File: src/rtl/dmem_arbiter.sv
`default_nettype none
// ============================================================================
// Module   : dmem_arbiter
// Function : Shares one single-ported 64-bit memory between instruction fetch
//            and the data port. Data has priority, bounded by a starvation limit.
// Revision : 1.0  initial release
// ============================================================================
module dmem_arbiter #(
   parameter int DEPTH      = 1024,
   parameter int AW         = 10,
   parameter int MEM_LAT    = 2,
   parameter int STARVE_MAX = 4
) (
   input  logic          clk,
   input  logic          reset,
   input  logic          if_req,
   input  logic [63:0]   if_addr,
   output logic          if_ack,
   output logic [63:0]   if_rdata,
   output logic          if_err,
   input  logic          d_req,
   input  logic          d_we,
   input  logic [63:0]   d_addr,
   input  logic [63:0]   d_wdata,
   output logic          d_ack,
   output logic [63:0]   d_rdata,
   output logic          d_err,
   output logic          mem_en,
   output logic          mem_we,
   output logic [AW-1:0] mem_addr,
   output logic [63:0]   mem_wdata,
   input  logic [63:0]   mem_rdata,
   output logic          busy
);
   localparam int LW = (MEM_LAT > 1) ? $clog2(MEM_LAT) : 1;
   localparam int SW = $clog2(STARVE_MAX + 1);

   typedef enum logic [1:0] {
      S_IDLE  = 2'd0,
      S_ISSUE = 2'd1,
      S_WAIT  = 2'd2,
      S_RESP  = 2'd3
   } state_t;

   state_t          r_state;
   logic            r_is_d;
   logic [LW-1:0]   r_lat;
   logic [SW-1:0]   r_starve;
   logic            r_if_ack;
   logic            r_if_err;
   logic [63:0]     r_if_rdata;
   logic            r_d_ack;
   logic            r_d_err;
   logic [63:0]     r_d_rdata;
   logic            r_mem_en;
   logic            r_mem_we;
   logic [AW-1:0]   r_mem_addr;
   logic [63:0]     r_mem_wdata;

   logic            w_d_win;
   logic            w_d_inrange;
   logic            w_if_inrange;

   // Data wins a tie unless fetch has already lost STARVE_MAX times in a row.
   assign w_d_win      = d_req && (!if_req || (r_starve != SW'(STARVE_MAX)));
   assign w_d_inrange  = (d_addr  < 64'(DEPTH));
   assign w_if_inrange = (if_addr < 64'(DEPTH));

   always_ff @(posedge clk) begin
      if (reset) begin
         r_state     <= S_IDLE;
         r_is_d      <= 1'b0;
         r_lat       <= '0;
         r_starve    <= '0;
         r_if_ack    <= 1'b0;
         r_if_err    <= 1'b0;
         r_if_rdata  <= '0;
         r_d_ack     <= 1'b0;
         r_d_err     <= 1'b0;
         r_d_rdata   <= '0;
         r_mem_en    <= 1'b0;
         r_mem_we    <= 1'b0;
         r_mem_addr  <= '0;
         r_mem_wdata <= '0;
      end else begin
         case (r_state)
            S_IDLE: begin
               if (w_d_win) begin
                  r_is_d   <= 1'b1;
                  r_starve <= if_req ? (r_starve + SW'(1)) : '0;
                  if (w_d_inrange) begin
                     r_state     <= S_ISSUE;
                     r_mem_en    <= 1'b1;
                     r_mem_we    <= d_we;
                     r_mem_addr  <= d_addr[AW-1:0];
                     r_mem_wdata <= d_wdata;
                  end else begin
                     r_state <= S_RESP;
                     r_d_ack <= 1'b1;
                     r_d_err <= 1'b1;
                  end
               end else if (if_req) begin
                  r_is_d   <= 1'b0;
                  r_starve <= '0;
                  if (w_if_inrange) begin
                     r_state     <= S_ISSUE;
                     r_mem_en    <= 1'b1;
                     r_mem_we    <= 1'b0;
                     r_mem_addr  <= if_addr[AW-1:0];
                     r_mem_wdata <= '0;
                  end else begin
                     r_state  <= S_RESP;
                     r_if_ack <= 1'b1;
                     r_if_err <= 1'b1;
                  end
               end else begin
                  r_starve <= '0;
               end
            end

            S_ISSUE: begin
               r_mem_en <= 1'b0;
               r_mem_we <= 1'b0;
               if (r_mem_we) begin
                  r_state  <= S_RESP;
                  r_d_ack  <= r_is_d;
                  r_if_ack <= !r_is_d;
               end else begin
                  r_state <= S_WAIT;
                  r_lat   <= '0;
               end
            end

            S_WAIT: begin
               if (r_lat == LW'(MEM_LAT - 1)) begin
                  r_state <= S_RESP;
                  if (r_is_d) begin
                     r_d_ack   <= 1'b1;
                     r_d_rdata <= mem_rdata;
                  end else begin
                     r_if_ack   <= 1'b1;
                     r_if_rdata <= mem_rdata;
                  end
               end else begin
                  r_lat <= r_lat + LW'(1);
               end
            end

            default: begin
               r_state    <= S_IDLE;
               r_if_ack   <= 1'b0;
               r_if_err   <= 1'b0;
               r_if_rdata <= '0;
               r_d_ack    <= 1'b0;
               r_d_err    <= 1'b0;
               r_d_rdata  <= '0;
            end
         endcase
      end
   end

   assign if_ack    = r_if_ack;
   assign if_err    = r_if_err;
   assign if_rdata  = r_if_rdata;
   assign d_ack     = r_d_ack;
   assign d_err     = r_d_err;
   assign d_rdata   = r_d_rdata;
   assign mem_en    = r_mem_en;
   assign mem_we    = r_mem_we;
   assign mem_addr  = r_mem_addr;
   assign mem_wdata = r_mem_wdata;
   assign busy      = (r_state != S_IDLE);

endmodule
`default_nettype wire
File: config.mk
export PLATFORM = sky130hd
export DESIGN_NAME = dmem_arbiter
export DESIGN_NICKNAME = d
export VERILOG_FILES = /design/src/rtl/dmem_arbiter.sv
export SDC_FILE = /design/constraint.sdc
export NUM_CORES = 1
export LEC_CHECK = 0
export CORE_AREA = 2 2 182 184
export CTS_CLUSTER_DIAMETER = 60
export DETAILED_ROUTE_END_ITERATION = 8
export DIE_AREA = 0 0 184 186
export GPL_ROUTABILITY_DRIVEN = 0
export HOLD_SLACK_MARGIN = 0.05
export SYNTH_ARGS = -nofsm -noshare
export SYNTH_HDL_FRONTEND = slang
export SYNTH_SLANG_ARGS = --single-unit
export TNS_END_PERCENT = 30
File: constraint.sdc
create_clock -name clk -period 4.5 [get_ports clk]
set_clock_uncertainty 0.05 [all_clocks]
set_input_delay 0.9 -clock clk [delete_from_list [all_inputs] [get_ports clk]]
set_output_delay 0.9 -clock clk [all_outputs]
set_load 0.005 [all_outputs]
==> summary.md, run 1 <==
| Metric | Value |
|---|---|
| Final setup violation count | `0` |
| Pre-antenna DRT Iters | `4` |
| Max cap viols | `0` |
| Max VDD drop | `535.5 uV` |
| R2R Path End | `d_rdata[47]` |
| EDFF count, synth | `0` |
| Initial core utilization | `25.85%` |
| CTS tree | `yes` |
| Final ANT Viol Nets | `0` |
| Synth Instances | `1050` |
| Placed instance area | `0.01335 sq mm` |
| Min Clock Period, post-route | `3.229 ns` |
| Clk sinks | `215` |
| Die Height | `186 um` |
| Via count | `9151` |
| Antenna fix cells | `0` |
| Post-CTS sizing | `0` |
| Layout Nets | `1740` |
| Clock share of power | `32.3%` |
| WP data arrival | `3.60 ns` |
| Non-filler cells, final | `1897` |
| Netlist cell types | `34` |
| Share of post-route cells with drive strength above 1 | `4.835%` |
| Power per cell area | `437.9 mW/mm^2` |
| Num CTS Buffers | `26` |
| Sequential share of power | `35.1%` |
| Worst-Margin Slew | `0.8941 ns` |
| Cell Int Power | `4.039 mW` |
| Number of port buffers | `469` |
| R2R setup slack | `1.65 ns` |
| Switching power | `2.169 mW` |
| H-tree depth | `1` |
| Final Cycle Share | `71.76%` |
| WHS Endpoint | `mem_wdata[41]` |
| Largest net degree at the start of global routing | `100` |
| Initial drt markers | `401` |
| Hold depth | `2` |
| #FFs+latches synth | `215` |
| Clk root buf | `clkbuf_16` |
| DR vias/cell | `4.824` |
| Yosys warning count | `0` |
| Setup slack after layout | `1.271 ns` |
| Reg2Reg Depth | `7` |
| Chip width | `184 um` |
| Core footprint | `0.03221 sq mm` |
| Syn Nets | `1317` |
| HP Start | `mem_wdata[41]` |
| Clock transition at path regs | `0.06 ns` |
| Clk_lat worst skew | `0.53 ns` |
| Hold slack | `0.3986 ns` |
| GRT Overall Usage | `18.03%` |
| FILL cells | `3194` |
| # DRC | `0` |
| Row count | `66` |
| Worst Setup End Kind | `flip-flop` |
| Worst-path fanout max | `33` |
| P&R area growth vs syn | `70.25%` |
| Congestion Overflow GR | `0` |
| Fmax | `309.7 MHz` |
| Clk buf depth | `3` |
| Final Max Slew Viols | `0` |
| Comb pwr share | `32.7%` |
| WS Path Type | `in -> reg` |
| Unrepaired setup endpoints after global routing | `false` |
| Asr flop ratio synth | `0%` |
| Status | `finished clean` |
| Worst Setup Start Kind | `input port` |
| Final Util | `44.02%` |
| Avg Cell Area, Syn | `7.930 sq um` |
| Hold-fix buffers, CTS | `0` |
| Sw frac | `34.94%` |
| Post-CTS Setup Inserts | `0` |
| Static leakage | `4.669 nW` |
| First-pass GRT wire length | `49.25 mm` |
| Cell Area, Synth | `0.008327 sq mm` |
| Final hold vios | `0` |
| Post-DP HPWL | `23.04 mm` |
| Detailed Route WL | `32.63 mm` |
| Placed cell count | `1853` |
| Worst Hold Class | `reg -> reg` |
| Pre-CTS setup slack | `0.7800 ns` |
| Initial antenna violation count | `0` |
| Tot Pwr | `6.208 mW` |
| Max-slew headroom | `40.40%` |
| I/O pins | `470` |
| Top_reg_cell synth | `dfxtp_1` |
| TNS Setup | `0 ns` |
| Worst r2r src | `r_state[1]` |
| Vias in the first global route | `8855` |
| Wire per inst | `17.20 um` |
| Critical Path RT | `4.88 ns` |
| Final instance area | `0.01418 sq mm` |
| Register area share after synthesis | `51.69%` |
| Die footprint | `0.03422 sq mm` |
| Worst setup path start | `d_addr[23]` |
-- worst max path at each step --
stage	endpoint	slack, ns	cells past startpoint
after floorplan	mem_en	1.88	5
after global placement	mem_addr[7]	0.88	8
after CTS	busy	1.24	4
after global routing	busy	1.11	4
after detailed placement	mem_addr[6]	0.78	8
final	mem_addr[6]	1.27	8
-- critical path: stages --
cell             delay, ns
clkdlybuf4s50_1       0.48
nor4_1                0.34
nand4_1               0.24
nor4_4                0.56
a32o_2                0.51
buf_12                0.25
nor2_1                0.06
a311oi_1              0.24
-- registers in the layout, indices dropped and copies added (netlist names) --
register,count
r_lat,1
mem_wdata,64
r_state,2
d_err,1
mem_we,1
if_err,1
r_starve,3
r_is_d,1
mem_addr,10
mem_en,1
d_ack,1
d_rdata,64
if_ack,1
if_rdata,64
-- power groups by stage --
stage / combinational [mW] / clock [mW] / sequential (mW)
6_report: 2.03 / 2.00 / 2.18
5_1_grt: 2.24 / 2.14 / 2.20
4_1_cts: 2.04 / 2.06 / 2.18
3_5_place_dp: 2.04 / 0 / 2.22
3_3_place_gp: 2.04 / 0 / 2.21
2_1_floorplan: 1.02 / 0 / 2.22
-- synth_stat cells, drive strengths merged (2+ instances only) --
cell type	number	area share, %
buf	12	1.2
a21oi	202	12
nand2	228	10
nand4	6	0.45
and2	2	0.15
nor3	8	0.48
dfxtp	215	52
nand2b	5	0.38
ha	6	0.90
mux2i	3	0.36
nor4	27	2.4
inv	7	0.32
or3	2	0.15
nor2b	2	0.15
clkbuf	80	3.6
mux2	2	0.27
nor2	22	0.99
o21ai	6	0.36
a311oi	10	1.1
nand3	195	12
-- placed cells by master (no fill, tap or decap), types with 3 or more instances in the layout --
cell type,count
nor4_1,25
nor3_1,7
a21oi_1,202
clkinv_2,3
nand4_1,6
ha_1,5
buf_12,3
clkbuf_1,3
a311oi_1,10
nand2b_1,4
nand2_1,227
o21ai_0,6
clkbuf_16,26
dfxtp_1,215
nor2_1,22
inv_1,7
mux2i_1,3
nand3_1,195
clkdlybuf4s50_1,468
clkbuf_8,7
buf_4,15
-- area by class of cell --
type / count / area [sq um] / share of cell area, %
Sequential cell: 215 / 4304 / 30.36
Clock inverter: 8 / 65.06 / 0.4590
Inverter: 7 / 26.28 / 0.1853
Clock buffer: 36 / 758.2 / 5.349
Timing Repair Buffer: 487 / 4868 / 34.34
Multi-Input combinational cell: 736 / 3643 / 25.70
Tap cell: 408 / 510.5 / 3.601
-- routing by layer --
| layer | part of all wire, % | wire [um] | track usage (%) | vias up |
|---|---|---|---|---|
| met2 | 47 | 15370 | 30.29 | 392 |
| met4 | 2.1 | 672 | 4.384 | 0 |
| met5 | 0 | 0 | 0 | - |
| li1 | - | - | - | 4482 |
| met1 | 41 | 13350 | 22.05 | 4229 |
| met3 | 9.9 | 3245 | 6.339 | 48 |
-- cell families (layout without fill, tap and decap cells) --
family | Yosys count | in the layout | synth area share [%]
fa+ha+maj | 6 | 6 | 0.9016
buf+inv | 99 | 538 | 5.094
mux | 5 | 5 | 0.6311
simple gates | 499 | 499 | 27.32
compound gates | 226 | 226 | 14.37
flops | 215 | 215 | 51.69
(Power assumes the default switching activity.)
==> run 2, diff against run 1 <==
Settings changed: CORE_AREA 2 2 182 184 to 2 2 183 185, DIE_AREA 0 0 184 186 to 0 0 185 187.
Clock period 4.5 ns to 3.4 ns, I/O delays scaled along.
==> run 2 against run 1 <==
  * Sequential cell count stayed put
  * Critical path type is now reg -> out
  * Die area is 1.1% higher
  * Count of clock-buffer cells in the layout increased by 3
  * Global-route usage shrank 0.29 points
  * Sequential power increased by 32%
  * Critical path depth down 4
  * Cell count increased by 2.4%
  * Highest routed layer is now met5
==> summary.md, run 2 (same netlist as run 1, synthesis figures left out) <==
| Metric | Value |
|---|---|
| Slowest-stage cell, CP | `clkdlybuf4s50_1` |
| Antenna fix cells | `0` |
| FILL cells | `3289` |
| Post-CTS sizing | `0` |
| Critical Path RT | `2.67 ns` |
| Clock transition at path regs | `0.06 ns` |
| Pre-antenna DRT Iters | `5` |
| Wire per inst | `16.66 um` |
| TNS Setup | `0 ns` |
| Clk root buf | `clkbuf_16` |
| Final hold vios | `0` |
| Clk buf depth | `3` |
| WS Path Type | `reg -> out` |
| P&R area growth vs syn | `72.40%` |
| Sw frac | `35.01%` |
| Worst Hold Class | `reg -> reg` |
| Cell Chain, Critical Path | `inv_1 > ha_1 > inv_1 > clkdlybuf4s50_1` |
| Share of post-route cells with drive strength above 1 | `5.084%` |
| Final setup violation count | `0` |
| First-pass GRT wire length | `49.33 mm` |
| Worst-path fanout max | `15` |
| Hold-fix buffers, CTS | `0` |
| Clk sinks | `215` |
| Congestion Overflow GR | `0` |
| Detailed Route WL | `32.38 mm` |
| Final ANT Viol Nets | `0` |
| Sequential share of power | `34.2%` |
| CTS tree | `yes` |
| Post-DP HPWL | `22.77 mm` |
| Die footprint | `0.03460 sq mm` |
| Cell Int Power | `5.472 mW` |
| Core footprint | `0.03286 sq mm` |
| Final Max Slew Viols | `0` |
| Unrepaired setup endpoints after global routing | `false` |
| Chip width | `185 um` |
| CP max stage delay | `0.60 ns` |
| Final Util | `43.68%` |
| H-tree depth | `1` |
| I/O pins | `470` |
| # DRC | `0` |
| Commonest non-fill, non-tap cell in the layout | `clkdlybuf4s50_1` |
| Worst Setup End Kind | `output pin` |
| Largest net degree at the start of global routing | `92` |
| Num CTS Buffers | `27` |
| Worst Setup Start Kind | `flip-flop` |
| Power per cell area | `586.6 mW/mm^2` |
| WP data arrival | `2.23 ns` |
| Die Height | `187 um` |
| Post-CTS Setup Inserts | `0` |
| DR vias/cell | `4.650` |
| Max-slew headroom | `41.28%` |
| Most frequent cells in the layout | `468 x clkdlybuf4s50_1, 227 x nand2_1, 215 x dfxtp_1` |
| Vias in the first global route | `8790` |
| Fmax | `337.6 MHz` |
| Max VDD drop | `479.0 uV` |
| Cell family with most CP delay | `buffers and inverters` |
| Clock share of power | `33.1%` |
| Status | `finished clean` |
| Switching power | `2.948 mW` |
| WP buf/inv | `3` |
| CP most frequent cell | `inv_1` |
| Via count | `9034` |
| GRT Overall Usage | `17.74%` |
| Clk_lat worst skew | `0.53 ns` |
| Min Clock Period, post-route | `2.962 ns` |
| Initial antenna violation count | `1` |
| Comb pwr share | `32.7%` |
| Max cap viols | `0` |
| Number of port buffers | `469` |
| Initial drt markers | `457` |
| Worst-Margin Slew | `0.8809 ns` |
| Layout Nets | `1742` |
| Static leakage | `4.718 nW` |
| Initial core utilization | `25.34%` |
| Row count | `67` |
| Final Cycle Share | `87.12%` |
==> run 2: changes by cell type in the layout (fill, tap and decap cells not counted) <==
cell / delta
inv_8: +3
buf_4: -4
clkinvlp_4: +1
inv_6: +1
clkinv_8: -1
buf_12: +5
clkbuf_1: +2
a32o_2: -1
a32o_4: +1
clkbuf_16: +1
clkinv_4: -2
==> run 2: cell type report <==
class	instances	area, sq um	area share (%)
clock buffers	39	790.8	5.509
flip-flops and latches	215	4304	29.98
repair buffers	488	4938	34.40
inverters	7	26.28	0.1830
well taps	448	560.5	3.905
clock inverters	10	81.33	0.5665
multi-input cells	736	3654	25.45
==> run 2: worst paths after layout <==
| path | from | endpoint | slack (ns) | cells after the start |
|---|---|---|---|---|
| worst max-delay path | r_state[1] | busy | 0.44 | 4 |
| worst min-delay path | mem_wdata[31] | mem_wdata[31] | 0.40 | 2 |
| worst max register to register | r_state[0] | mem_addr[1] | 0.80 | 8 |
| worst min register to register | mem_wdata[31] | mem_wdata[31] | 0.40 | 2 |
==> run 2: through the flow <==
step                      hold WS (ns)  worst slack (ns)  power [mW]  instances  cell area [sq um]
final                           0.3993            0.4379       8.420       1943              14360
after global routing            0.4147            0.2652       8.903       1943              14360
after CTS                       0.4004            0.3993       8.556       1943              14360
after detailed placement        0.3934            0.2678       5.731       1894              13480
after global placement          0.3871            0.2983       5.716       1894              13480
after floorplan                 0.3983            0.9958       4.285       1050               8327
==> run 2: worst reg2reg max path: stages, from the launching register on <==
cell,delay [ns]
dfxtp_1,0.34
inv_1,0.12
ha_1,0.48
o21ai_0,0.28
nor2_1,0.35
a32o_4,0.38
buf_12,0.22
nor2_1,0.07
a311oi_1,0.23
==> run 2: power groups by stage <==
stage          registers [mW]  clock network (mW)  logic (mW)
5_1_grt                  2.90                2.97        3.03
2_1_floorplan            2.94                   0        1.35
6_report                 2.88                2.79        2.76
4_1_cts                  2.88                2.87        2.81
3_5_place_dp             2.93                   0        2.80
3_3_place_gp             2.92                   0        2.79
==> run 2: per-layer routing <==
metal / global-route usage [%] / vias up / part of all wire (%)
met5: 0 / - / 0.040
met4: 4.121 / 2 / 2.0
met3: 6.562 / 50 / 10
met2: 29.29 / 362 / 46
met1: 21.89 / 4131 / 41
li1: - / 4489 / -
